--- src/rtl/conv_enc_frame_ctrl_if.sv ---
// Handshake and framed-output bundle for conv_enc_frame_ctrl.
// master drives frame requests and data; slave is the sequencer.
interface conv_enc_frame_ctrl_if;
  logic       start;
  logic       in_valid;
  logic       in_bit;
  logic       in_ready;
  logic       out_valid;
  logic [1:0] out_parities;
  logic       out_first;
  logic       out_last;
  logic       busy;
  logic       done;

  modport master (
    output start, in_valid, in_bit,
    input  in_ready, out_valid, out_parities,
    input  out_first, out_last, busy, done
  );

  modport slave (
    input  start, in_valid, in_bit,
    output in_ready, out_valid, out_parities,
    output out_first, out_last, busy, done
  );
endinterface

--- src/rtl/conv_enc_frame_ctrl.sv ---
// Frame sequencer for the K=3 rate-1/2 (7,5) convolutional encoder.
// Optional shadow encoder checker: define CONV_CTRL_CHECK_EN.
module conv_enc_frame_ctrl #(
  parameter int FRAME_LEN = 8
) (
  input  logic       CLK,
  input  logic       RST_N,
  conv_enc_frame_ctrl_if.slave bus,
  output logic       enc_bit,
  input  logic [1:0] enc_parities
`ifdef CONV_CTRL_CHECK_EN
  ,
  output logic       chk_err
`endif
);

  localparam int CW = $clog2(FRAME_LEN + 1);
  localparam logic [CW-1:0] ONE  = CW'(1);
  localparam logic [CW-1:0] LAST = CW'(FRAME_LEN - 1);

  typedef enum logic [2:0] {
    S_FLUSH,
    S_IDLE,
    S_LOAD,
    S_ENC,
    S_TAIL,
    S_DRAIN
  } state_t;

  state_t                 state, state_n;
  logic [CW-1:0]          cnt, cnt_n;
  logic [FRAME_LEN-1:0]   frame_q;
  logic                   fed_q, first_q;
  logic                   accept, sel_bit, in_ready;

  always_ff @(posedge CLK or negedge RST_N) begin
    if (!RST_N) begin
      state   <= S_FLUSH;
      cnt     <= '0;
      frame_q <= '0;
      fed_q   <= 1'b0;
      first_q <= 1'b0;
    end else begin
      state   <= state_n;
      cnt     <= cnt_n;
      for (int i = 0; i < FRAME_LEN; i++)
        if (accept && cnt == CW'(i))
          frame_q[i] <= bus.in_bit;
      fed_q   <= (state == S_ENC) || (state == S_TAIL);
      first_q <= (state == S_ENC) && (cnt == '0);
    end
  end

  always_comb begin
    sel_bit = 1'b0;
    for (int i = 0; i < FRAME_LEN; i++)
      if (cnt == CW'(i))
        sel_bit = frame_q[i];
  end

  // enc_bit stays 0 outside ENC so the encoder drains to 00
  always_comb begin
    state_n  = state;
    cnt_n    = cnt;
    enc_bit  = 1'b0;
    in_ready = 1'b0;
    accept   = 1'b0;
    unique case (state)
      S_FLUSH: begin
        cnt_n = cnt + ONE;
        if (cnt == ONE) begin
          state_n = S_IDLE;
          cnt_n   = '0;
        end
      end
      S_IDLE: begin
        if (bus.start) begin
          state_n = S_LOAD;
          cnt_n   = '0;
        end
      end
      S_LOAD: begin
        in_ready = 1'b1;
        accept   = bus.in_valid;
        if (bus.in_valid) begin
          cnt_n = cnt + ONE;
          if (cnt == LAST) begin
            state_n = S_ENC;
            cnt_n   = '0;
          end
        end
      end
      S_ENC: begin
        enc_bit = sel_bit;
        cnt_n   = cnt + ONE;
        if (cnt == LAST) begin
          state_n = S_TAIL;
          cnt_n   = '0;
        end
      end
      S_TAIL: begin
        cnt_n = cnt + ONE;
        if (cnt == ONE) begin
          state_n = S_DRAIN;
          cnt_n   = '0;
        end
      end
      S_DRAIN: state_n = S_IDLE;
      default: state_n = S_FLUSH;
    endcase
  end

  assign bus.in_ready     = in_ready;
  assign bus.busy         = (state != S_IDLE);
  assign bus.out_valid    = fed_q;
  assign bus.out_first    = first_q;
  assign bus.out_last     = fed_q && (state == S_DRAIN);
  assign bus.done         = fed_q && (state == S_DRAIN);
  assign bus.out_parities = fed_q ? enc_parities : 2'b00;

`ifdef CONV_CTRL_CHECK_EN
  logic [1:0] sh_s, exp_p;
  logic       err_q, mis;

  always_ff @(posedge CLK or negedge RST_N) begin
    if (!RST_N) begin
      sh_s  <= 2'b00;
      exp_p <= 2'b00;
      err_q <= 1'b0;
    end else begin
      if (state == S_FLUSH && cnt == ONE)
        sh_s <= 2'b00;
      else
        sh_s <= {sh_s[0], enc_bit};
      exp_p <= {enc_bit ^ sh_s[0] ^ sh_s[1],
                enc_bit ^ sh_s[1]};
      if (mis)
        err_q <= 1'b1;
    end
  end

  assign mis     = fed_q && (enc_parities != exp_p);
  assign chk_err = err_q | mis;
`endif

endmodule

--- src/flat_wrapper.sv ---
// flat-port wrapper written by rule: the top's interface ports become plain ports
module conv_enc_frame_ctrl_flat 
#(
  parameter int FRAME_LEN = 8
)
  (CLK, RST_N, enc_bit, enc_parities, bus_start, bus_in_valid, bus_in_bit, bus_in_ready, bus_out_valid, bus_out_parities, bus_out_first, bus_out_last, bus_busy, bus_done);
  conv_enc_frame_ctrl_if bus_i ();
  input  logic CLK;
  input  logic RST_N;
  output logic enc_bit;
  input  logic [1:0] enc_parities;
  input wire logic [$bits(bus_i.start)-1:0] bus_start;
  input wire logic [$bits(bus_i.in_valid)-1:0] bus_in_valid;
  input wire logic [$bits(bus_i.in_bit)-1:0] bus_in_bit;
  output wire logic [$bits(bus_i.in_ready)-1:0] bus_in_ready;
  output wire logic [$bits(bus_i.out_valid)-1:0] bus_out_valid;
  output wire logic [$bits(bus_i.out_parities)-1:0] bus_out_parities;
  output wire logic [$bits(bus_i.out_first)-1:0] bus_out_first;
  output wire logic [$bits(bus_i.out_last)-1:0] bus_out_last;
  output wire logic [$bits(bus_i.busy)-1:0] bus_busy;
  output wire logic [$bits(bus_i.done)-1:0] bus_done;
  assign bus_i.start = bus_start;
  assign bus_i.in_valid = bus_in_valid;
  assign bus_i.in_bit = bus_in_bit;
  assign bus_in_ready = bus_i.in_ready;
  assign bus_out_valid = bus_i.out_valid;
  assign bus_out_parities = bus_i.out_parities;
  assign bus_out_first = bus_i.out_first;
  assign bus_out_last = bus_i.out_last;
  assign bus_busy = bus_i.busy;
  assign bus_done = bus_i.done;
  conv_enc_frame_ctrl #(.FRAME_LEN(FRAME_LEN)) u_core (.CLK(CLK), .RST_N(RST_N), .bus(bus_i), .enc_bit(enc_bit), .enc_parities(enc_parities));
endmodule
--- config.mk ---
export PLATFORM = sky130hd
export DESIGN_NAME = conv_enc_frame_ctrl_flat
export DESIGN_NICKNAME = d
export VERILOG_FILES = /design/src/rtl/conv_enc_frame_ctrl_if.sv /design/src/rtl/conv_enc_frame_ctrl.sv /design/src/flat_wrapper.sv
export SDC_FILE = /design/constraint.sdc
export NUM_CORES = 1
export LEC_CHECK = 0
export ABC_AREA = 1
export CAP_MARGIN = 20
export CORE_MARGIN = 4
export CORE_UTILIZATION = 48
export DETAILED_ROUTE_END_ITERATION = 10
export MAX_ROUTING_LAYER = met4
export PLACE_DENSITY = 0.74
export SLEW_MARGIN = 10
export SYNTH_ARGS = -nofsm -noshare
export SYNTH_HDL_FRONTEND = slang
export SYNTH_SLANG_ARGS = --single-unit
export TNS_END_PERCENT = 5
--- constraint.sdc ---
create_clock -name CLK -period 1.25 [get_ports CLK]
set_input_delay 0.1875 -clock CLK [delete_from_list [all_inputs] [get_ports CLK]]
set_output_delay 0.1875 -clock CLK [all_outputs]
set_load 0.05 [all_outputs]
==> Word-level counts from Yosys, hierarchy flattened <==
Index checks and enable logic that the tools add are counted.
{ "op_classes": {"add_sub_neg": 1, "reduce_logical": 17, "n_eq_ne": 19, "mux": 24} }
{ "op_table": {"columns": ["operator", "n"], "rows": [
  ["3-bit 2-to-1 mux", 6],
  ["3-bit one-hot mux with 6 select lines", 1],
  ["4-bit by 3-bit equality test with 1-bit output (second input constant)", 4],
  ["4-bit 2-to-1 mux", 4],
  ["4-bit one-hot mux with 4 select lines", 1],
  ["1-bit 2-to-1 mux", 11],
  ["1-bit logical AND", 10],
  ["4-bit by 2-bit equality test with 1-bit output (second input constant)", 2],
  ["3-bit by 2-bit equality test with 1-bit output (second input constant)", 2],
  ["3-bit equality test (second input constant)", 2],
  ["2-bit by 1-bit != test with 1-bit output (second input constant)", 3],
  ["2-bit != test (second input constant)", 3],
  ["6-bit AND reduction", 1],
  ["4-bit by 1-bit adder with 4-bit output (second input constant)", 1],
  ["4-bit by 1-bit equality test with 1-bit output (second input constant)", 1],
  ["4-bit logical NOT", 1],
  ["4-bit nonzero test", 1],
  ["3-bit by 1-bit equality test with 1-bit output (second input constant)", 1],
  ["3-bit logical NOT", 1],
  ["3-bit by 1-bit != test with 1-bit output (second input constant)", 1],
  ["3-bit AND reduction", 1],
  ["2-bit 2-to-1 mux", 1],
  ["2-bit OR reduction", 1],
  ["1-bit logical OR", 1]
]} }
{ "word_totals": {"elab_cells": 73, "output_inout_bits": 9, "regBits": 17, "input_bits": 7} }

==> Longest topological paths before layout <==
Gate-level depths: netlist (run 1).
{ "logic_depth": {"depth_word": 10, "depth_mapped": 10, "mapped_depth_nobuf": 10} }

==> Worst setup path before layout (run 1) <==
Ideal clock, no wire load.
{ "synth_timing": {"path_type": "reg-to-output", "start": "reg u_core.fed_q, in the netlist u_core.bus.out_valid", "end": "out bus_out_last", "path_slack_ns": -1.155, "arrival_ns": 2.218, "path_stages_with_launch": 4, "path_cell_list": "dfrtp_1 -> nand2_1 -> nor3_1 -> buf_4"} }
{ "synth_between": {"elab_chain_cells": 1} }
{ "synth_rtl": {"columns": ["element", "line_no", "source"], "rows": [
  ["from (decl)", "conv_enc_frame_ctrl.sv:33", "logic fed_q, first_q;"],
  ["from (signal assigned)", "conv_enc_frame_ctrl.sv:49", "fed_q <= (state == S_ENC) || (state == S_TAIL);"],
  ["1-bit logical AND", null, null],
  ["to (decl)", "flat_wrapper.sv:19", "output wire logic [$bits(bus_i.out_last)-1:0] bus_out_last;"]
]} }
Every way passes these cells.

==> Final worst setup path (run 1) <==
{ "layout_timing": {"start": "reg u_core.cnt[0]", "end": "out enc_bit"} }
{ "layout_between": {"elab_chain_cells": 10, "word_cells_on_any_way": 17} }
{ "layout_rtl": {"columns": ["element", "line_no", "source"], "rows": [
  ["from (decl)", "conv_enc_frame_ctrl.sv:31", "logic [CW-1:0] cnt, cnt_n;"],
  ["from (signal assigned)", "conv_enc_frame_ctrl.sv:45", "cnt <= cnt_n;"],
  ["4-bit logical NOT", "conv_enc_frame_ctrl.sv:57", "if (cnt == CW'(i))"],
  ["1-bit 2-to-1 mux (7 in series)", "conv_enc_frame_ctrl.sv:57", null],
  ["1-bit 2-to-1 mux (*)", "conv_enc_frame_ctrl.sv:57", null],
  ["1-bit 2-to-1 mux (*)", "conv_enc_frame_ctrl.sv:68", "unique case (state)"],
  ["to (decl)", "flat_wrapper.sv:10", "output logic enc_bit;"]
]} }
Every way passes the cells marked *; elsewhere a longest branch is shown, timed or not.

==> summary.md, run 1 <==
| Metric | Value |
|---|---|
| Pleak | 0.897 nW |
| Final period utilization | 159% |
| First-pass GRT wire length | 5.53 mm |
| CTS sink cnt | 17 |
| Clk pwr share | 7.0% |
| Top cells by area, synth | dfrtp_1, nand2_1, inv_1 |
| Switching Share | 47.5% |
| Fmax | 0.503 GHz |
| DRT Wirelength | 3.47 mm |
| Detail Route Antenna Nets | 0 |
| Clock root cell | clkbuf_4 |
| Setup ws final | -0.738 ns |
| Critical Path Sink Type | output pin |
| Vias in the first global route | 1,235 |
| Starting Density | 50.7% |
| Critical R2R Launch | u_core.cnt[0] |
| Layout cells sized above 1 | 49.0% |
| Warnings from Yosys | 0 |
| Crit path arrival time | 1.80 ns |
| Fin crit period | 1.99 ns |
| Avg Cell Area, Syn | 7.97 um2 |
| Slew HR | 82.2% |
| R2R setup slack | -0.34 ns |
| Failing checks | negative setup slack |
| Hold Path Class | in -> async |
| Vias per Instance | 5.36 |
| Port Buffers | 15 |
| Worst Clk Skew | 0.00561 ns |
| Synth Net Count | 153 |
| Reg-to-Reg End | u_core.cnt[3] |
| Final Wtd Congestion | 0.822 |
| Slew Viols, Final | 0 |
| Run status | finished with violations |
| CP Launch Point | u_core.cnt[0] |
| Termination of the worst setup path | enc_bit |
| Syn Inst Count | 142 |
| Max IR drop VDD | 0.00239 V |
| Worst slew pin tran | 0.267 ns |
| CP Cell Sequence | inv_4, ha_4, nand3_2, inv_2, nand2_1, nand2_1, inv_1, nand3_2, nand2_2, a21oi_4, buf_12 |
| Overflow after GRT | 0 |
| FFs w/ async S/R, synth | 100% |
| Synthesized cell area | 0.00113 mm2 |
| Synth Flop Type | dfrtp_1 |
| CTS tree | yes |
| Sequential share of power | 22.8% |
| Critical path peak fanout | 4 |
| # rows | 17 |
| Total negative slack | -4.57 ns |
| Pint | 2.34 mW |
| H-tree Lvls | 1 |
| DR WL/cell | 15.6 um |
| Worst hold slack | 0.193 ns |
| Pwr/cell area | 2460 mW/mm2 |
| Critical path class | reg -> out |
| Post-DP HPWL | 2.32 mm |
| Cell accounting for the most synthesized area | dfrtp_1 |
| Synthesized flop and latch total | 17 |
| Count of cell types in the netlist | 29 |
| Max_cap viols | 0 |
| Net switching power | 2.12 mW |
| Core area | 0.00223 mm2 |
| Crit path launch type | flop |
| RSZ-0062 raised after global routing | yes |
| CTS max path bufs | 2 |
| Die height | 56.6 um |
| Final setup fails | 20 |
| # diodes | 0 |
| Final Power | 4.46 mW |
| Initial DRC count | 50 |
| Reg clk slew, reported paths | 0.11 ns |
| Gr usage total | 23.0% |
| Post-synth EDFFs | 0 |
| Chip Width | 56.6 um |
| Antenna violations before repair | 0 |
| Final Hold Vio Count | 0 |
| Largest net degree at the start of global routing | 18 |
| Place WS | -0.393 ns |
| Combinational share of power | 70.2% |
| DRT Pass-1 Iters | 4 |
| Most frequent cells in the layout | buf_4, nand2_1, inv_1 |
| Seq/Total Area, Yosys | 37.6% |
| Final net count | 206 |
| Worst Path Required | 1.06 ns |
| Slowest stage cell, crit path | dfrtp_2 |
| DIE AREA | 0.00320 mm2 |
| Worst stage delay on the critical path | 0.49 ns |
| Total CTS buffers | 3 |
| Worst-Skew Late Latency | 0.30 ns |
| DRC Markers | 0 |
| Fillers | 139 |
| Commonest non-fill, non-tap cell in the layout | buf_4 |
| Area fraction of the dominant cell type after synthesis | 37.6% |
| Area grow syn2layout | 59.9% |
| Vias | 1,190 |
| I/O pin count | 16 |
| R2R depth | 8 |
## power groups by stage
stage	Combinational (mW)	Sequential (mW)	Clock [mW]
detailed placement	2.76	0.987	0
finish	3.13	1.01	0.313
floorplan	1.57	1.01	0
global placement	2.65	0.970	0
global route	3.36	1.04	0.352
CTS	2.96	0.999	0.307
## Yosys cell counts (3+ instances only)
cell,count
o21ai_1,4
o21ai_0,4
a21oi_2,4
nand2_1,32
inv_1,22
nor2_1,6
a31oi_1,6
nand3_1,12
dfrtp_1,17
a21oi_1,5
nor2_4,3
ha_1,4
inv_2,3
## flip-flops by register name, summed over array words and instances, names as in the netlist
signal and cells:
u_core.bus.out_first 1, u_core.bus.out_valid 1, u_core.cnt 4, u_core.frame_q 8, u_core.state 3
## worst min path at each step
stage | startpoint | to | cells past startpoint
after CTS | RST_N | u_core.frame_q[6] | 2
after floorplan | RST_N | u_core.bus.out_first | 0
final | RST_N | u_core.frame_q[4] | 2
after global routing | RST_N | u_core.cnt[3] | 2
after global placement | u_core.frame_q[2] | u_core.frame_q[2] | 2
after detailed placement | u_core.frame_q[2] | u_core.frame_q[2] | 2
## layout make-up
class	count	area, um2	share of cell area [%]
multi-input cells	96	688	38.0
repair buffers	51	526	29.0
flip-flops and latches	17	432	23.8
inverters	26	104	5.74
well taps	28	35.0	1.94
clock buffers	4	26.3	1.45
## worst max-delay path, delay by kind of cell, from the launching register on
family | cells | cell delay [ns]
compound gates | 1 | 0.18
buf+inv | 4 | 0.38
fa+ha+maj | 1 | 0.15
simple gates | 5 | 0.30
flops | 1 | 0.49
## metrics by stage
stage | area, um2 | utilization [%] | instances
after floorplan | 1200 | - | 142
after global placement | 1660 | 74.2 | 212
after detailed placement | 1660 | 74.2 | 212
after CTS | 1760 | 78.8 | 221
after global routing | 1810 | 81.1 | 222
final | 1810 | 81.1 | 222
## what timing repair did
| item | 4_1_cts | 5_1_grt |
|---|---|---|
| gates resized for setup | 12 | 14 |
| pin swaps | 5 | 7 |
| hold buffers | 0 | 0 |
| setup endpoints to repair | 20 | 23 |
| cloned | 0 | 0 |
| setup buffers | 5 | 1 |
## cells by family (layout without fill, tap and decap cells)
logic type / count (synthesis) / in the layout / share of synthesized area [%]
xor+xnor: 2 / 2 / 1.55
compound gates: 27 / 27 / 16.4
flops: 17 / 17 / 37.6
fa+ha+maj: 4 / 4 / 4.42
buf+inv: 29 / 81 / 12.2
simple gates: 63 / 63 / 28.0
## metal layers
layer | part of all wire [%] | routed length, um | GRT usage [%] | vias to the layer above
met4 | 2.5 | 88 | 12.5 | 0
met1 | 39 | 1350 | 24.6 | 586
met2 | 55 | 1910 | 39.6 | 31
li1 | - | - | - | 561
met5 | 0 | 0 | - | -
met3 | 3.5 | 122 | 4.37 | 12
No activity file was read; power rests on OpenSTA's default activity.
==> run 2: changes to the inputs <==
--- a/config.mk
+++ b/config.mk
@@ -7,7 +7,7 @@
 export LEC_CHECK = 0
 export ABC_AREA = 1
 export CAP_MARGIN = 20
-export CORE_MARGIN = 4
+export CORE_MARGIN = 3
 export CORE_UTILIZATION = 48
 export DETAILED_ROUTE_END_ITERATION = 10
 export MAX_ROUTING_LAYER = met4
==> summary.md, run 2 (synthesis results as in run 1) <==
| Metric | Value |
|---|---|
| Final period utilization | 164% |
| Vias per Instance | 5.52 |
| Critical path class | reg -> out |
| Critical path peak fanout | 4 |
| CTS max path bufs | 2 |
| Area grow syn2layout | 61.7% |
| DRT Wirelength | 3.53 mm |
| Detail Route Antenna Nets | 0 |
| Max IR drop VDD | 0.00238 V |
| Pleak | 0.899 nW |
| # rows | 16 |
| Core area | 0.00210 mm2 |
| First-pass GRT wire length | 5.64 mm |
| Largest net degree at the start of global routing | 18 |
| Top Usage Layer GRT | met2 |
| Slew Viols, Final | 0 |
| Biggest register | u_core.frame_q |
| Run status | finished with violations |
| Initial DRC count | 43 |
| Final setup fails | 20 |
| Clock root cell | clkbuf_4 |
| Starting Density | 53.9% |
| Fin crit period | 2.05 ns |
| DRT Pass-1 Iters | 4 |
| Setup ws final | -0.800 ns |
| Met1 Use GR | 29.9% |
| Antenna violations before repair | 0 |
| Max reg flops | 8 |
| Die height | 54.6 um |
| Chip Width | 54.6 um |
| R2R setup slack | -0.28 ns |
| Crit path arrival time | 1.86 ns |
| Place WS | -0.448 ns |
| Fillers | 96 |
| Port Buffers | 15 |
| RSZ-0062 raised after global routing | yes |
| I/O pin count | 16 |
| DR WL/cell | 16.2 um |
| Hold Path Class | in -> async |
| Vias in the first global route | 1,237 |
| Vias | 1,204 |
| Reg area | 430 um2 |
| H-tree Lvls | 1 |
| Final net count | 203 |
| Met2 usage in global routing | 50.6% |
| Most frequent cells in the layout | nand2_1, buf_4, inv_1 |
| Layout cells sized above 1 | 47.6% |
| Reg clk slew, reported paths | 0.11 ns |
| Pwr/cell area | 2550 mW/mm2 |
| Overflow after GRT | 0 |
| Worst Clk Skew | 0.00690 ns |
| Slew HR | 80.9% |
| Final Hold Vio Count | 0 |
| Placed Instances | 208 |
| CTS tree | yes |
| # diodes | 0 |
| DIE AREA | 0.00298 mm2 |
| Finished Layout Cells | 218 |
| Multi-input logic area | 694 um2 |
| Commonest non-fill, non-tap cell in the layout | nand2_1 |
| Worst Path Required | 1.06 ns |
| Max_cap viols | 0 |
| Worst-Skew Late Latency | 0.31 ns |
| CTS sink cnt | 17 |
| Worst slew pin tran | 0.285 ns |
| Critical Path Sink Type | output pin |
| Largest regs | u_core.frame_q (8), u_core.cnt (4), u_core.state (3) |
| Fmax | 0.488 GHz |
| Crit path launch type | flop |
| DRC Markers | 0 |
| Post-DP HPWL | 2.41 mm |
| Final Wtd Congestion | 0.861 |
| Global-route track usage on met3 | 3.81% |
| Total CTS buffers | 3 |
| Gr usage total | 28.0% |
| Failing checks | negative setup slack |
## run 2: changes by cell type in the layout (fill, tap and decap cells not counted), sizes merged
cell    delta
clkinv     -1
buf        -3
inv        +1
## run 2: cell type report
| class | instances | share of cell area [%] |
|---|---|---|
| multi-input cells | 96 | 37.9 |
| repair buffers | 48 | 29.7 |
| flip-flops and latches | 17 | 23.5 |
| inverters | 26 | 5.60 |
| well taps | 27 | 1.85 |
| clock buffers | 4 | 1.44 |
## run 2: worst max-delay path, stage by stage, from the launching register on
cell and delay [ns]:
dfrtp_1 0.42, inv_2 0.09, ha_4 0.18, nor2_1 0.14, nand3_1 0.09, nand3_1 0.08, nand2_1 0.08, nand3_2 0.08
nand2_2 0.07, a21oi_4 0.18, buf_12 0.15
## run 2: timing repair
action / CTS / global route
cloned: 0 / 0
endpoints found under the setup margin: 21 / 23
setup buffers: 3 / 3
pin swaps: 7 / 9
resized for setup: 16 / 17
hold buffers: 0 / 0
## run 2: path summary, 6_finish.rpt
kind / startpoint / endpoint / cells after the start
hold reg to reg: u_core.frame_q[2] / u_core.frame_q[2] / 2
hold / removal: RST_N / u_core.bus.out_valid / 2
setup reg to reg: u_core.cnt[1] / u_core.cnt[1] / 10
setup / recovery: u_core.cnt[1] / enc_bit / 10
max in group asynchronous: RST_N / u_core.cnt[0] / 2
min in group CLK: u_core.frame_q[2] / u_core.frame_q[2] / 2
## run 2: per-layer routing
metal | vias up | wire length (um)
met4 | 0 | 55
met5 | - | 0
met1 | 583 | 1370
met2 | 61 | 1890
li1 | 553 | -
met3 | 7 | 221
## run 2: per-stage QoR
stage	util, %	hold WS, ns	instance area (um2)	setup TNS, ns	power (mW)
2_1_floorplan	-	-0.108	1200	-1.66	2.58
3_3_place_gp	78.9	0.465	1660	-2.73	3.66
3_5_place_dp	78.9	0.492	1660	-3.53	3.79
4_1_cts	84.2	0.212	1770	-4.01	4.37
5_1_grt	87.1	0.225	1830	-6.22	4.94
6_report	87.1	0.194	1830	-4.86	4.67
## run 2: where the power goes
part / internal, mW / switching, mW
sequential: 0.762 / 0.242
clock: 0.125 / 0.199
combinational: 1.55 / 1.80
